[config.mk]
export PLATFORM = sky130hd
export DESIGN_NAME = anabellek_hakem
export DESIGN_NICKNAME = d
export VERILOG_FILES = /design/src/rtl/anabellek_hakem.sv
export SDC_FILE = /design/constraint.sdc
export NUM_CORES = 1
export LEC_CHECK = 0
export BUFFER_PORTS_ARGS = -buffer_cell sky130_fd_sc_hd__buf_2
export CAP_MARGIN = 5
export CORE_AREA = 2 2 294 296
export DETAILED_ROUTE_END_ITERATION = 7
export DIE_AREA = 0 0 296 298
export PLACE_DENSITY_LB_ADDON = 0.05
export SLEW_MARGIN = 0
export SYNTH_ARGS = -nofsm -noshare
export SYNTH_HDL_FRONTEND = slang
export SYNTH_SLANG_ARGS = --single-unit
[constraint.sdc]
create_clock -name clk_i -period 2.3 [get_ports clk_i]
set_input_delay 0.69 -clock clk_i [delete_from_list [all_inputs] [get_ports clk_i]]
set_output_delay 0.69 -clock clk_i [all_outputs]
set_load 0.01 [all_outputs]
[src/rtl/anabellek_hakem.sv]
// Round-robin arbiter sharing one main-memory port between the instruction and
// data caches, with a per-transaction timeout that aborts stalled accesses.
module anabellek_hakem #(
  parameter int unsigned ZAMAN_ASIMI = 255,
  parameter int unsigned DATA_W      = 128
) (
  input  logic              clk_i,
  input  logic              rst_i,

  input  logic              b_istek_i,
  input  logic [31:0]       b_adres_i,
  output logic              b_musait_o,
  output logic              b_hazir_o,
  output logic [DATA_W-1:0] b_obek_o,

  input  logic              v_istek_i,
  input  logic [31:0]       v_adres_i,
  input  logic              v_oku_i,
  input  logic [DATA_W-1:0] v_veri_i,
  output logic              v_musait_o,
  output logic              v_hazir_o,
  output logic [DATA_W-1:0] v_obek_o,

  output logic              anabellek_istek_o,
  output logic [31:0]       anabellek_adres_o,
  output logic              anabellek_oku_o,
  output logic [DATA_W-1:0] anabellek_veri_o,
  input  logic              anabellek_hazir_i,
  input  logic [DATA_W-1:0] anabellek_obek_i,

  output logic              hata_o
);

  localparam int unsigned SAYAC_W = $clog2(ZAMAN_ASIMI + 1);

  typedef enum logic [1:0] {
    BOSTA         = 2'd0,
    BUYRUK_SERVIS = 2'd1,
    VERI_SERVIS   = 2'd2
  } durum_t;

  typedef enum logic {
    BUYRUK = 1'b0,
    VERI   = 1'b1
  } kazanan_t;

  durum_t               durum;
  kazanan_t             son_kazanan;
  logic [SAYAC_W-1:0]   sayac;
  logic                 musait_q;

  assign b_musait_o = musait_q;
  assign v_musait_o = musait_q;

  always_ff @(posedge clk_i) begin
    if (rst_i) begin
      durum             <= BOSTA;
      son_kazanan       <= VERI;
      sayac             <= '0;
      musait_q          <= 1'b1;
      b_hazir_o         <= 1'b0;
      v_hazir_o         <= 1'b0;
      hata_o            <= 1'b0;
      b_obek_o          <= '0;
      v_obek_o          <= '0;
      anabellek_istek_o <= 1'b0;
      anabellek_adres_o <= '0;
      anabellek_oku_o   <= 1'b0;
      anabellek_veri_o  <= '0;
    end else begin
      b_hazir_o <= 1'b0;
      v_hazir_o <= 1'b0;
      hata_o    <= 1'b0;

      case (durum)
        BOSTA: begin
          // Instruction side wins when alone, or on a tie if data won last.
          if (b_istek_i && (!v_istek_i || son_kazanan == VERI)) begin
            anabellek_adres_o <= b_adres_i;
            anabellek_oku_o   <= 1'b1;
            anabellek_veri_o  <= '0;
            anabellek_istek_o <= 1'b1;
            son_kazanan       <= BUYRUK;
            sayac             <= '0;
            musait_q          <= 1'b0;
            durum             <= BUYRUK_SERVIS;
          end else if (v_istek_i) begin
            anabellek_adres_o <= v_adres_i;
            anabellek_oku_o   <= v_oku_i;
            anabellek_veri_o  <= v_veri_i;
            anabellek_istek_o <= 1'b1;
            son_kazanan       <= VERI;
            sayac             <= '0;
            musait_q          <= 1'b0;
            durum             <= VERI_SERVIS;
          end
        end

        BUYRUK_SERVIS, VERI_SERVIS: begin
          if (anabellek_hazir_i) begin
            if (durum == BUYRUK_SERVIS) begin
              b_obek_o  <= anabellek_obek_i;
              b_hazir_o <= 1'b1;
            end else begin
              v_obek_o  <= anabellek_obek_i;
              v_hazir_o <= 1'b1;
            end
            anabellek_istek_o <= 1'b0;
            musait_q          <= 1'b1;
            durum             <= BOSTA;
          end else begin
            sayac <= sayac + 1'b1;
            // Counter is about to reach the limit: abandon the access.
            if (sayac == SAYAC_W'(ZAMAN_ASIMI - 1)) begin
              hata_o            <= 1'b1;
              anabellek_istek_o <= 1'b0;
              musait_q          <= 1'b1;
              durum             <= BOSTA;
            end
          end
        end

        default: begin
          anabellek_istek_o <= 1'b0;
          musait_q          <= 1'b1;
          durum             <= BOSTA;
        end
      endcase
    end
  end

endmodule

Word-level counts from Yosys, hierarchy flattened --
Cells that the tools add are included.
Cells by class: add/sub/neg operators 1, equal/unequal tests 6, multiplexer cells 29, bitwise operators 3, reductions and logical operators 14
Operators with widths (count):
- 2-to-1 mux 128 bit | 2
- 2-to-1 mux 32 bit | 2
- 2-to-1 mux 8 bit | 3
- one-hot mux 8 bit (2 select lines) | 1
- 2-to-1 mux 1 bit | 14
- AND reduction 3 bit | 3
- adder 8 x 1 -> 8 bit, second input constant | 1
- == test 8 bit, second input constant | 1
- 2-to-1 mux 2 bit | 4
- != test 3 bit, second input constant | 2
- OR reduction 3 bit | 2
- one-hot mux 1 bit (2 select lines) | 2
- one-hot mux 2 bit (2 select lines) | 1
- AND reduction 2 bit | 2
- nonzero test 2 bit | 2
- NOT 1 bit | 3
- == test 2 x 1 -> 1 bit, second input constant | 1
- == test 2 bit, second input constant | 1
- zero test 2 bit | 1
- != test 2 bit, second input constant | 1
- OR reduction 2 bit | 1
- logical AND 1 bit | 1
- zero test 1 bit | 1
- logical OR 1 bit | 1
Storage, ports and cells: register bits 433, input bits 326, output and inout bits 423, logic and storage cells 66

Longest topological paths before layout --
Gate-level depths: netlist of run 1.
word-level depth 5, depth in mapped cells 8, gate-level depth less buffers 6

Least setup slack after synthesis of run 1 --
OpenSTA, ideal clock, no wires.
kind register -> register, from register durum[0], to register sayac[7], setup time 0.070 ns, arrival time 1.934 ns, data required time 2.230 ns, path slack 0.296 ns, cell stages (with the launch flop) 8, path buffers 1, period minus slack after synthesis 2.004 ns, cells stage by stage dfxtp_1 -> inv_1 -> ha_1 -> and2_4 -> or3_1 -> clkbuf_2 -> or4_1 -> a21oi_1
Between the ends: cells in the longest elaborated chain, start to end 4, elaborated cells on any way between the ends 9, classes of those cells eq/ne: 4; mux: 1; reduce/logical: 4
Ends and longest elaborated chain:
- start, declared | RTL line 47 | durum_t durum;
- start signal, assigned | RTL line 57 | durum <= BOSTA;
- start signal, assigned | RTL line 86 | durum <= BUYRUK_SERVIS;
- start signal, assigned | RTL line 95 | durum <= VERI_SERVIS;
- == test 2 x 1 -> 1 bit / == test 2 bit (equally long branches) | RTL line 75 | case (durum)
- OR reduction 2 bit | RTL line 75
- != test 2 bit (no line) / nonzero test 2 bit (equally long branches)
- AND reduction 3 bit (no line)
- end signal, assigned | RTL line 112 | sayac <= sayac + 1'b1;
- end, declared | RTL line 49 | logic [SAYAC_W-1:0] sayac;
Several ways; a longest one is shown, not always the timed one. A chain may end at the register's enable or synchronous reset.

Worst setup path in the final report of run 1 --
from register durum[0], to register sayac[5]
Same word-level chain as after synthesis.

==> out/qor.yml, run 1 <==
status: "finished clean"
dp_cells: 3577
drc: 0
rr_worst_depth: 6
io_buffers: 748
clock_path_buffers: 3
grt_first_pass_wirelength_um: 101000
totalWireLength_um: 69500
fin_crit_ns: 1.98
netlist.area_leader.share_pct: 57.7
yosysTopAreaCell: "dfxtp_1"
synthFlopType: "dfxtp_1"
syn-num-nets: 2105
hold_path_depth: 3
final_util_pct: 26.3
cp-start-kind: "flip-flop"
clk_latency_ns: 0.60
grt_setup_unrepaired: "false"
p_comb_share_pct: 14.8
routed-via-count: 15000
synth_area_mm2: 0.0150
worst-path-max-fanout: 5
place_hpwl_um: 51300
setup_slack_ns: 0.320
area_growth_pct: 48.6
worstReg2RegStart: "durum[0]$_SDFFE_PP0P_"
clkSlewWorstSetupHoldPaths_ns: 0.06
cts_resized: 0
numCtsBuffers: 55
drive_above_1_share_pct: 35.5
dieArea_mm2: 0.0882
p_leak_nw: 9.95
ir_worst_vdd_uv: 524
pwr-share-clk_pct: 44.0
io_pins: 749
die_h_um: 298
synth_area_leaders: "dfxtp_1 (58%), nand2_1 (13%), a21oi_1 (8.8%), a22oi_1 (6.4%), nor2_1 (4.3%)"
async_reset_ff_share_pct: 0
maxCapViolations: 0
vias_per_cell: 4.08
crit_type: "flip-flop to flip-flop"
drt_first_pass_iters: 5
clock_skew_ns: 0.0130
cts_sinks: 433
routabilityCongestion: 0.760
dpl_cell_area_mm2: 0.0205
grt_max_degree: 73
post-route-period-util_pct: 86.1
required_ns: 2.82
core_mm2: 0.0849
pwr_density_cell_mw_per_mm2: 895
holdBufCountCts: 0
grt_pass1_vias: 15300
die_w_um: 296
cts_root_buffer: "clkbuf_16"
synthCells: 1775
overflow: 0
dpl_worst_slack_ns: 0.179
worst_pin_slew_ns: 0.462
routedWlPerCell_um: 18.9
cp.arrival_ns: 2.50
setup_viol_count_final: 0
synth_warnings: 0
fmax_mhz: 505
switching_power_mw: 5.52
seqPwrFrac_pct: 41.1
cts_tree: "done"
cts_setup_buffers: 0
rows: 107
yosys_register_bits: 433
netSwitchingFraction_pct: 27.6
synth_cell_types: 36
hp-class: "input port to flip-flop"
final_cells: 3685
internal_power_mw: 14.5
r2r_setup_slack_ns: 0.32
fin_nets: 2820
drv_slew: 0
ys_seq_area_share_pct: 57.7
ant_nets: 0
start_util_pct: 17.7
regToRegEndpoint: "sayac[5]$_SDFFE_PP0P_"
postSynthAreaPerCell_um2: 8.47
fin_area_mm2: 0.0223
grtUsageTotal_pct: 15.1
synth_edf_count: 0
critical_path.endpoint_type: "flip-flop"
holdPathEnd: "anabellek_veri_o[28]$_SDFFE_PP0P_"
relSlewSlack_pct: 68.8
hold_viol_final: 0
drt_iter0_markers: 641
fin_tns_setup_ns: 0
cts_htree_levels: 2
holdCritStartpoint: "v_veri_i[28]"
antenna_found_initial: 20
-- metal layers --
metal,up-vias,GRT usage [%],wire length (µm)
li1,7391,-,-
met5,-,0,109
met3,115,5.99,6510
met4,18,4.80,1820
met1,6988,16.1,26100
met2,508,27.1,35000
-- registers in the layout (all words and copies together), names as in the netlist --
register	cells
b_musait_o	1
anabellek_adres_o	32
hata_o	1
son_kazanan	1
sayac	8
anabellek_oku_o	1
v_obek_o	128
b_obek_o	128
b_hazir_o	1
anabellek_veri_o	128
anabellek_istek_o	1
durum	2
v_hazir_o	1
-- Yosys cell counts (2+ instances only) --
library cell	instances
or4_1	2
xnor2_1	3
a22oi_1	128
buf_1	3
nand3_1	4
o21ai_0	5
a21oi_1	264
o31ai_1	2
inv_1	7
a21o_1	2
ha_1	4
a211oi_1	34
nor4_1	4
dfxtp_1	433
nand2_1	518
clkbuf_1	126
or3_1	3
nand2b_1	2
mux2i_1	32
nor2_1	171
buf_2	13
-- power groups by stage --
stage	clock, mW	sequential, mW	combinational [mW]
after detailed placement	0	8.38	3.06
final	8.80	8.22	2.96
after global placement	0	8.38	3.04
after CTS	9.20	8.23	3.06
after global routing	9.45	8.27	3.30
after floorplan	0	8.58	1.22
-- cell families (layout without fill, tap and decap cells) --
group / after synthesis / after routing / synth area share [%]
and+or+nand+nor: 712 / 712 / 18.2
AOI/OAI and AO/OA: 440 / 440 / 17.5
DFF: 433 / 433 / 57.7
buffers and inverters: 151 / 907 / 3.91
muxes: 32 / 32 / 2.13
adders and majority gates: 4 / 4 / 0.333
xor gates and xnor gates: 3 / 3 / 0.175
other: 0 / 10 / 0
-- worst max-delay path by stage --
stage,startpoint,end,slack [ns],depth (start not counted)
2_1_floorplan,durum[0]$_SDFFE_PP0P_,sayac[7]$_SDFFE_PP0P_,0.30,7
3_3_place_gp,anabellek_hazir_i,sayac[7]$_SDFFE_PP0P_,0.18,5
3_5_place_dp,anabellek_hazir_i,sayac[6]$_SDFFE_PP0P_,0.18,6
4_1_cts,durum[0]$_SDFFE_PP0P_,sayac[5]$_SDFFE_PP0P_,0.31,6
5_1_grt,durum[0]$_SDFFE_PP0P_,sayac[6]$_SDFFE_PP0P_,0.21,7
6_report,durum[0]$_SDFFE_PP0P_,sayac[5]$_SDFFE_PP0P_,0.32,6
-- layout by cell type, fill, tap and decap left out, types with 2 or more instances in the layout --
master,n
nand3_1,4
clkbuf_1,12
nor4_1,4
a22oi_1,128
ha_1,4
clkbuf_8,14
a21o_1,2
nand2_1,517
inv_6,2
o31ai_1,2
o21ai_4,2
and2_4,2
a211oi_1,33
clkbuf_16,56
nor2_4,2
xnor2_1,3
buf_2,747
bufinv_16,4
dfxtp_1,433
inv_1,7
clkinv_2,8
diode_2,10
mux2i_1,32
or3_1,3
or4_1,2
buf_12,28
buf_4,26
o21ai_0,4
a21oi_1,264
nor2_1,169
-- metrics by stage --
stage	power, mW	hold slack (ns)
4_1_cts	20.5	0.270
3_5_place_dp	11.4	0.443
3_3_place_gp	11.4	0.439
5_1_grt	21.0	0.302
2_1_floorplan	9.80	0.448
6_report	20.0	0.321
-- layout make-up --
type                    instances  area [µm²]
diodes                         10        25.0
clock buffers                  82        1640
clock inverters                16         201
fillers                      9486       62500
inverters                       7        26.3
multi-input cells            1191        5840
flip-flops and latches        433        8670
well taps                    1144        1430
repair buffers                802        4510
-- worst max-delay path, stage by stage, from the launching register on --
cell and delay [ns]:
dfxtp_1 0.34, inv_1 0.05, ha_1 0.30, and2_4 0.17
or3_1 0.41, or4_1 0.48, a21oi_1 0.16
Note: power is estimated with default switching activity, not from simulation.
==> run 2: changes to the inputs <==
--- a/config.mk
+++ b/config.mk
@@ -7,9 +7,9 @@
 export LEC_CHECK = 0
 export BUFFER_PORTS_ARGS = -buffer_cell sky130_fd_sc_hd__buf_2
 export CAP_MARGIN = 5
-export CORE_AREA = 2 2 294 296
+export CORE_AREA = 2 2 293 295
 export DETAILED_ROUTE_END_ITERATION = 7
-export DIE_AREA = 0 0 296 298
+export DIE_AREA = 0 0 295 297
 export PLACE_DENSITY_LB_ADDON = 0.05
 export SLEW_MARGIN = 0
 export SYNTH_ARGS = -nofsm -noshare
==> run 2 against run 1 <==
Net effect:
- global-route usage shrank 0.23 points
- utilization grew 0.13 points
- flip-flop and latch count is the same
- die area shrank 0.67%
- hold slack gained 0.0045 ns
- count of clock-buffer cells in the layout grew 2
- final area is essentially flat
- largest cell class unchanged
- largest power group unchanged
==> out/qor.yml, run 2 (same netlist as run 1, synthesis figures left out) <==
vias_per_cell: 4.04  # was 4.08
crit_type: "flip-flop to flip-flop"  # unchanged
cts_root_buffer: "clkbuf_16"  # unchanged
hp-class: "input port to flip-flop"  # unchanged
fin_crit_ns: 2.12  # was 1.98 ns
fmax_mhz: 471  # was 505 MHz
routedWlPerCell_um: 18.5  # was 18.9 µm
cts_setup_buffers: 0  # unchanged
worstReg2RegStart: "durum[0]$_SDFFE_PP0P_"  # unchanged
design_power_total_mw: 19.7  # was 20.0 mW
drc: 0  # unchanged
top_regs: "anabellek_veri_o x128, b_obek_o x128, v_obek_o x128"  # unchanged
cp_slowest_stage_delay_ns: 0.51  # was 0.48 ns
overflow: 0  # unchanged
path_cells: "inv_1 -> ha_1 -> and2_4 -> or3_1 -> or4_1 -> a21oi_1"  # unchanged
routabilityCongestion: 0.775  # was 0.760
die_w_um: 295  # was 296 µm
clk_latency_ns: 0.60  # about the same
hold_path_depth: 3  # unchanged
dpl_worst_slack_ns: 0.152  # was 0.179 ns
cp.arrival_ns: 2.64  # was 2.50 ns
numCtsBuffers: 55  # unchanged
relSlewSlack_pct: 66.7  # was 68.8%
grt_first_pass_wirelength_um: 98900  # was 101000 µm
io_buffers: 748  # unchanged
post-route-period-util_pct: 92.2  # was 86.1%
clkSlewWorstSetupHoldPaths_ns: 0.06  # about the same
final_common_cell: "buf_2"  # unchanged
clock_skew_ns: 0.0141  # was 0.0130 ns
area_growth_pct: 48.7  # was 48.6%
pwr_density_cell_mw_per_mm2: 881  # was 895 mW/mm²
cts_htree_levels: 2  # unchanged
drt_first_pass_iters: 5  # unchanged
fillers: 9344  # was 9486
crit_buf_inv: 1  # unchanged
critPathSlowestCell: "or4_1"  # unchanged
dieArea_mm2: 0.0876  # was 0.0882 mm²
place_hpwl_um: 51000  # was 51300 µm
grt_setup_unrepaired: "false"  # unchanged
clock_path_buffers: 3  # unchanged
io_pins: 749  # unchanged
cp-start-kind: "flip-flop"  # unchanged
r2r_setup_slack_ns: 0.18  # was 0.32 ns
status: "finished clean"  # unchanged
drv_slew: 0  # unchanged
core_mm2: 0.0845  # was 0.0849 mm²
holdBufCountCts: 0  # unchanged
hold_viol_final: 0  # unchanged
fin_nets: 2831  # was 2820
rr_worst_depth: 6  # unchanged
grt_max_degree: 98  # was 73
fin_tns_setup_ns: 0  # unchanged
critical_path.endpoint_type: "flip-flop"  # unchanged
die_h_um: 297  # was 298 µm
start_util_pct: 17.8  # was 17.7%
setup_viol_count_final: 0  # unchanged
setup_slack_ns: 0.179  # was 0.320 ns
ir_worst_vdd_uv: 504  # was 524 µV
cts_tree: "done"  # unchanged
worst_pin_slew_ns: 0.500  # was 0.462 ns
cts_sinks: 433  # unchanged
worst-path-max-fanout: 8  # was 5
grt_pass1_vias: 14900  # was 15300
drt_iter0_markers: 573  # was 641
holdCritStartpoint: "v_veri_i[102]"  # was v_veri_i[28]
p_leak_nw: 9.98  # was 9.95 nW
ant_nets: 0  # unchanged
maxCapViolations: 0  # unchanged
critical-path-top-delay-family: "simple AND/OR/NAND/NOR gates"  # unchanged
holdPathEnd: "anabellek_veri_o[102]$_SDFFE_PP0P_"  # was anabellek_veri_o[28]$_SDFFE_PP0P_
regToRegEndpoint: "sayac[7]$_SDFFE_PP0P_"  # was sayac[5]$_SDFFE_PP0P_
required_ns: 2.82  # about the same
layout_common_cells: "buf_2 (747), nand2_1 (517), dfxtp_1 (433), a21oi_1 (264), nor2_1 (169)"  # unchanged
drive_above_1_share_pct: 35.8  # was 35.5%
totalWireLength_um: 68400  # was 69500 µm
cts_resized: 0  # unchanged
cp.depth: 6  # unchanged
antenna_found_initial: 24  # was 20
routed-via-count: 14900  # was 15000
grtUsageTotal_pct: 14.9  # was 15.1%
rows: 107  # unchanged
## run 2: cell types whose count changed in the layout (fill, tap and decap cells not counted)
cell        before  now
clkbuf_16       56   55
diode_2         10   11
clkinv_4         0    1
clkinv_8         1    0
inv_6            2    4
buf_12          28   27
bufinv_16        4    1
clkinvlp_4       1    0
clkbuf_8        14   17
clkinv_2         8    9
buf_4           26   38
## run 2: worst max path at each step
stage | from | to | slack [ns]
after global routing | durum[0]$_SDFFE_PP0P_ | sayac[5]$_SDFFE_PP0P_ | 0.08
after detailed placement | anabellek_hazir_i | sayac[7]$_SDFFE_PP0P_ | 0.15
after global placement | anabellek_hazir_i | sayac[5]$_SDFFE_PP0P_ | 0.11
after floorplan | durum[0]$_SDFFE_PP0P_ | sayac[7]$_SDFFE_PP0P_ | 0.30
after CTS | durum[0]$_SDFFE_PP0P_ | sayac[5]$_SDFFE_PP0P_ | 0.17
final | durum[0]$_SDFFE_PP0P_ | sayac[7]$_SDFFE_PP0P_ | 0.18
## run 2: cell type report
cell class / instances / area (µm²) / share of cell area (%)
Clock inverter: 15 / 119 / 0.532
Timing Repair Buffer: 813 / 4580 / 20.5
Inverter: 7 / 26.3 / 0.118
Tap cell: 1144 / 1430 / 6.41
Sequential cell: 433 / 8670 / 38.8
Antenna cell: 11 / 27.5 / 0.123
Clock buffer: 84 / 1660 / 7.41
Multi-Input combinational cell: 1191 / 5840 / 26.1
## run 2: routing by layer
metal / wire length, µm / GRT usage, %
met1: 26400 / 16.2
met2: 34000 / 26.4
met3: 6170 / 5.88
met4: 1670 / 4.43
met5: 145 / 0
## run 2: through the flow
stage	cells	utilization [%]	cell area, µm²	hold slack [ns]
2_1_floorplan	1775	-	15000	0.448
3_3_place_gp	3588	24.3	20500	0.439
3_5_place_dp	3588	24.3	20500	0.444
4_1_cts	3687	26.4	22300	0.277
5_1_grt	3695	26.4	22300	0.293
6_report	3698	26.5	22300	0.325
## run 2: worst register-to-register path, cell delays in order, from the launching register on
cell and delay [ns]:
dfxtp_1 0.35, inv_1 0.05, ha_1 0.35, and2_4 0.16, or3_1 0.48, or4_1 0.51
a21oi_1 0.15
## run 2: power by group
group          leakage (nW)  internal (mW)  switching [mW]
combinational          5.57           1.17            1.82
sequential             3.52           7.98           0.233
clock                 0.886           5.04            3.44
==> run 3: changes to the inputs <==
--- a/config.mk
+++ b/config.mk
@@ -5,11 +5,12 @@
 export SDC_FILE = /design/constraint.sdc
 export NUM_CORES = 1
 export LEC_CHECK = 0
+export ABC_AREA = 1
 export BUFFER_PORTS_ARGS = -buffer_cell sky130_fd_sc_hd__buf_2
 export CAP_MARGIN = 5
-export CORE_AREA = 2 2 293 295
+export CORE_AREA = 2 2 292 294
 export DETAILED_ROUTE_END_ITERATION = 7
-export DIE_AREA = 0 0 295 297
+export DIE_AREA = 0 0 294 296
 export PLACE_DENSITY_LB_ADDON = 0.05
 export SLEW_MARGIN = 0
 export SYNTH_ARGS = -nofsm -noshare
==> run 3 against run 2 <==
Net effect:
- flip-flop and latch count did not move
- register-to-register slack improved by 0.27 ns
- total power up 1.8%
- utilization about the same
- clock power is 2.4% higher
- via count increased by 5.1%
- critical path depth is 2 higher
- die area fell by 0.67%
- non-clock buffer count shrank 27
- area after synthesis grew 3.2%
==> out/qor.yml, run 3 <==
start_util_pct: 18.4  # was 17.8%
synth_edf_count: 0  # unchanged
regToRegEndpoint: "v_obek_o[127]$_SDFFE_PP0P_"  # was sayac[7]$_SDFFE_PP0P_
ant_nets: 0  # unchanged
setup_viol_count_final: 0  # unchanged
fillers: 9479  # was 9344
io_buffers: 748  # unchanged
clock_skew_ns: 0.0126  # was 0.0141 ns
cpMostUsedCell: "nor2_1"
totalWireLength_um: 69100  # was 68400 µm
cts_sinks: 433  # unchanged
dp_cells: 3770  # was 3588
synth_commonest_cells: "nor2_1 (537), nand2_1 (449), dfxtp_1 (433)"  # was nand2_1 (518), dfxtp_1 (433), a21oi_1 (264)
r2r_setup_slack_ns: 0.45  # was 0.18 ns
clkSlewWorstSetupHoldPaths_ns: 0.06  # about the same
synthCells: 2039  # was 1775
layout_common_cells: "buf_2 (747), nor2_1 (536), nand2_1 (448), dfxtp_1 (433), o21ai_0 (254)"  # was buf_2 (747), nand2_1 (517), dfxtp_1 (433), a21oi_1 (264), nor2_1 (169)
drc: 0  # unchanged
synth_compound_area_share_pct: 13.8  # was 17.5%
yosysTopAreaCell: "dfxtp_1"  # unchanged
synth_area_mm2: 0.0155  # was 0.0150 mm²
grt_pass1_vias: 15400  # was 14900
crit_buf_inv: 3  # was 1
clk_latency_ns: 0.59  # was 0.60 ns
cp.arrival_ns: 2.32  # was 2.64 ns
synth_simple_gate_area_share_pct: 24.7  # was 18.2%
worst-path-max-fanout: 66  # was 8
cp_slowest_stage_delay_ns: 0.35  # was 0.51 ns
clock_path_buffers: 3  # unchanged
overflow: 0  # unchanged
async_reset_ff_share_pct: 0  # unchanged
holdCritStartpoint: "anabellek_obek_i[35]"  # was v_veri_i[102]
grt_max_degree: 167  # was 98
required_ns: 2.78  # was 2.82 ns
antenna_found_initial: 18  # was 24
cts_htree_levels: 2  # unchanged
drt_first_pass_iters: 5  # unchanged
grt_setup_unrepaired: "false"  # unchanged
routabilityCongestion: 0.783  # was 0.775
worstReg2RegStart: "durum[0]$_SDFFE_PP0P_"  # unchanged
hold_path_depth: 3  # unchanged
rows: 107  # unchanged
critPathSlowestCell: "dfxtp_1"  # was or4_1
pwr_density_cell_mw_per_mm2: 898  # was 881 mW/mm²
area_growth_pct: 43.9  # was 48.7%
fin_crit_ns: 1.85  # was 2.12 ns
numCtsBuffers: 55  # unchanged
core_mm2: 0.0842  # was 0.0845 mm²
synth_cell_types: 24  # was 36
synth_mux_area_share_pct: 0  # was 2.13%
cts_setup_buffers: 0  # unchanged
p_leak_nw: 10.6  # was 9.98 nW
cts_root_buffer: "clkbuf_16"  # unchanged
grt_first_pass_wirelength_um: 99900  # was 98900 µm
routedWlPerCell_um: 17.8  # was 18.5 µm
postSynthAreaPerCell_um2: 7.60  # was 8.47 µm²
ys_seq_area_share_pct: 55.9  # was 57.7%
fin_nets: 3067  # was 2831
fin_hold_ws_ns: 0.341  # was 0.325 ns
syn-num-nets: 2369  # was 2105
design_power_total_mw: 20.0  # was 19.7 mW
fin_tns_setup_ns: 0  # unchanged
synthXorXnorAreaFrac_pct: 0  # was 0.175%
multiInputGateArea_mm2: 0.00603  # was 0.00584 mm²
vias_per_cell: 4.05  # was 4.04
worst_pin_slew_ns: 0.818  # was 0.500 ns
cp-start-kind: "flip-flop"  # unchanged
hold_viol_final: 0  # unchanged
critical-path-top-delay-family: "simple AND/OR/NAND/NOR gates"  # unchanged
synth_top_family_by_area: "simple AND/OR/NAND/NOR gates"  # unchanged
synth_warnings: 0  # unchanged
synth_area_leaders: "dfxtp_1 (56%), nor2_1 (13%), nand2_1 (11%), o21ai_0 (8.2%), a21oi_1 (5.4%)"  # was dfxtp_1 (58%), nand2_1 (13%), a21oi_1 (8.8%), a22oi_1 (6.4%), nor2_1 (4.3%)
maxCapViolations: 0  # unchanged
cts_tree: "done"  # unchanged
hp-class: "input port to flip-flop"  # unchanged
top_regs: "anabellek_veri_o x128, b_obek_o x128, v_obek_o x128"  # unchanged
regArea_mm2: 0.00867  # unchanged
die_w_um: 294  # was 295 µm
final_common_cell: "buf_2"  # unchanged
holdBufCountCts: 0  # unchanged
critical_path.endpoint_type: "flip-flop"  # unchanged
final_cells: 3878  # was 3698
die_h_um: 296  # was 297 µm
holdPathEnd: "v_obek_o[35]$_SDFFE_PP0P_"  # was anabellek_veri_o[102]$_SDFFE_PP0P_
relSlewSlack_pct: 45.5  # was 66.7%
netlist.area_leader.share_pct: 55.9  # was 57.7%
dpl_worst_slack_ns: 0.306  # was 0.152 ns
drive_above_1_share_pct: 31.7  # was 35.8%
yosysMostFrequentCell: "nor2_1"  # was nand2_1
synth-adder-area-share_pct: 0.323  # was 0.333%
post-route-period-util_pct: 80.3  # was 92.2%
routed-via-count: 15700  # was 14900
ir_worst_vdd_uv: 468  # was 504 µV
place_hpwl_um: 50000  # was 51000 µm
grtUsageTotal_pct: 15.0  # was 14.9%
drv_slew: 0  # unchanged
yosys_register_bits: 433  # unchanged
synthFlopType: "dfxtp_1"  # unchanged
cts_resized: 0  # unchanged
fmax_mhz: 541  # was 471 MHz
rr_worst_depth: 8  # was 6
drt_iter0_markers: 611  # was 573
path_cells: "inv_1 -> ha_1 -> nand2_1 -> nor2_4 -> inv_4 -> buf_12 -> nor2_1 -> nor2_1"  # was inv_1 -> ha_1 -> and2_4 -> or3_1 -> or4_1 -> a21oi_1
io_pins: 749  # unchanged
setup_slack_ns: 0.453  # was 0.179 ns
dieArea_mm2: 0.0870  # was 0.0876 mm²
status: "finished clean"  # unchanged
crit_type: "flip-flop to flip-flop"  # unchanged
==> run 3: worst max-delay path by stage <==
stage / startpoint / endpoint / slack (ns) / cells past startpoint
finish: durum[0]$_SDFFE_PP0P_ / v_obek_o[127]$_SDFFE_PP0P_ / 0.45 / 8
global route: durum[0]$_SDFFE_PP0P_ / v_obek_o[5]$_SDFFE_PP0P_ / 0.26 / 7
detailed placement: v_istek_i / anabellek_veri_o[44]$_SDFFE_PP0P_ / 0.31 / 8
floorplan: rst_i / b_obek_o[57]$_SDFFE_PP0P_ / 0.68 / 7
global placement: anabellek_hazir_i / v_obek_o[48]$_SDFFE_PP0P_ / 0.33 / 7
CTS: b_musait_o$_SDFFE_PP1P_ / v_musait_o / 0.38 / 1
==> run 3: layout make-up <==
| cell class | instances | area share [%] |
|---|---|---|
| Inverter | 24 | 0.454 |
| Tap cell | 1090 | 6.11 |
| Sequential cell | 433 | 38.9 |
| Timing Repair Buffer | 786 | 19.3 |
| Clock buffer | 87 | 7.53 |
| Antenna cell | 10 | 0.112 |
| Multi-Input combinational cell | 1437 | 27.0 |
| Clock inverter | 11 | 0.583 |
==> run 3: where the power goes <==
| part | internal, mW | total, mW | switching (mW) |
|---|---|---|---|
| combinational | 1.11 | 3.03 | 1.92 |
| clock | 5.29 | 8.68 | 3.39 |
| sequential | 8.06 | 8.33 | 0.266 |
| total | 14.5 | 20.0 | 5.58 |
==> run 3: cell families after synthesis <==
family | after synthesis
AO/OA/AOI/OAI | 427
AND/OR/NAND/NOR | 1006
buffers and inverters | 169
adder cells (fa/ha/maj) | 4
flip-flops | 433
==> run 3: layer usage <==
metal | up-vias | routed length, µm | track usage (%)
met5 | - | 131 | 0
met4 | 18 | 1820 | 5.05
met3 | 110 | 6090 | 5.95
met2 | 482 | 34000 | 26.3
met1 | 7159 | 27100 | 16.4
li1 | 7919 | - | -
==> run 3: tightest hold or removal path: stages <==
cell and delay (ns):
buf_2 0.08, nor2_1 0.04, nor2_1 0.08
==> run 3: per-stage QoR <==
stage	instance area, µm²	utilization, %
floorplan	15500	-
detailed placement	20500	24.3
global placement	20500	24.3
finish	22300	26.5
global route	22300	26.5
CTS	22300	26.5
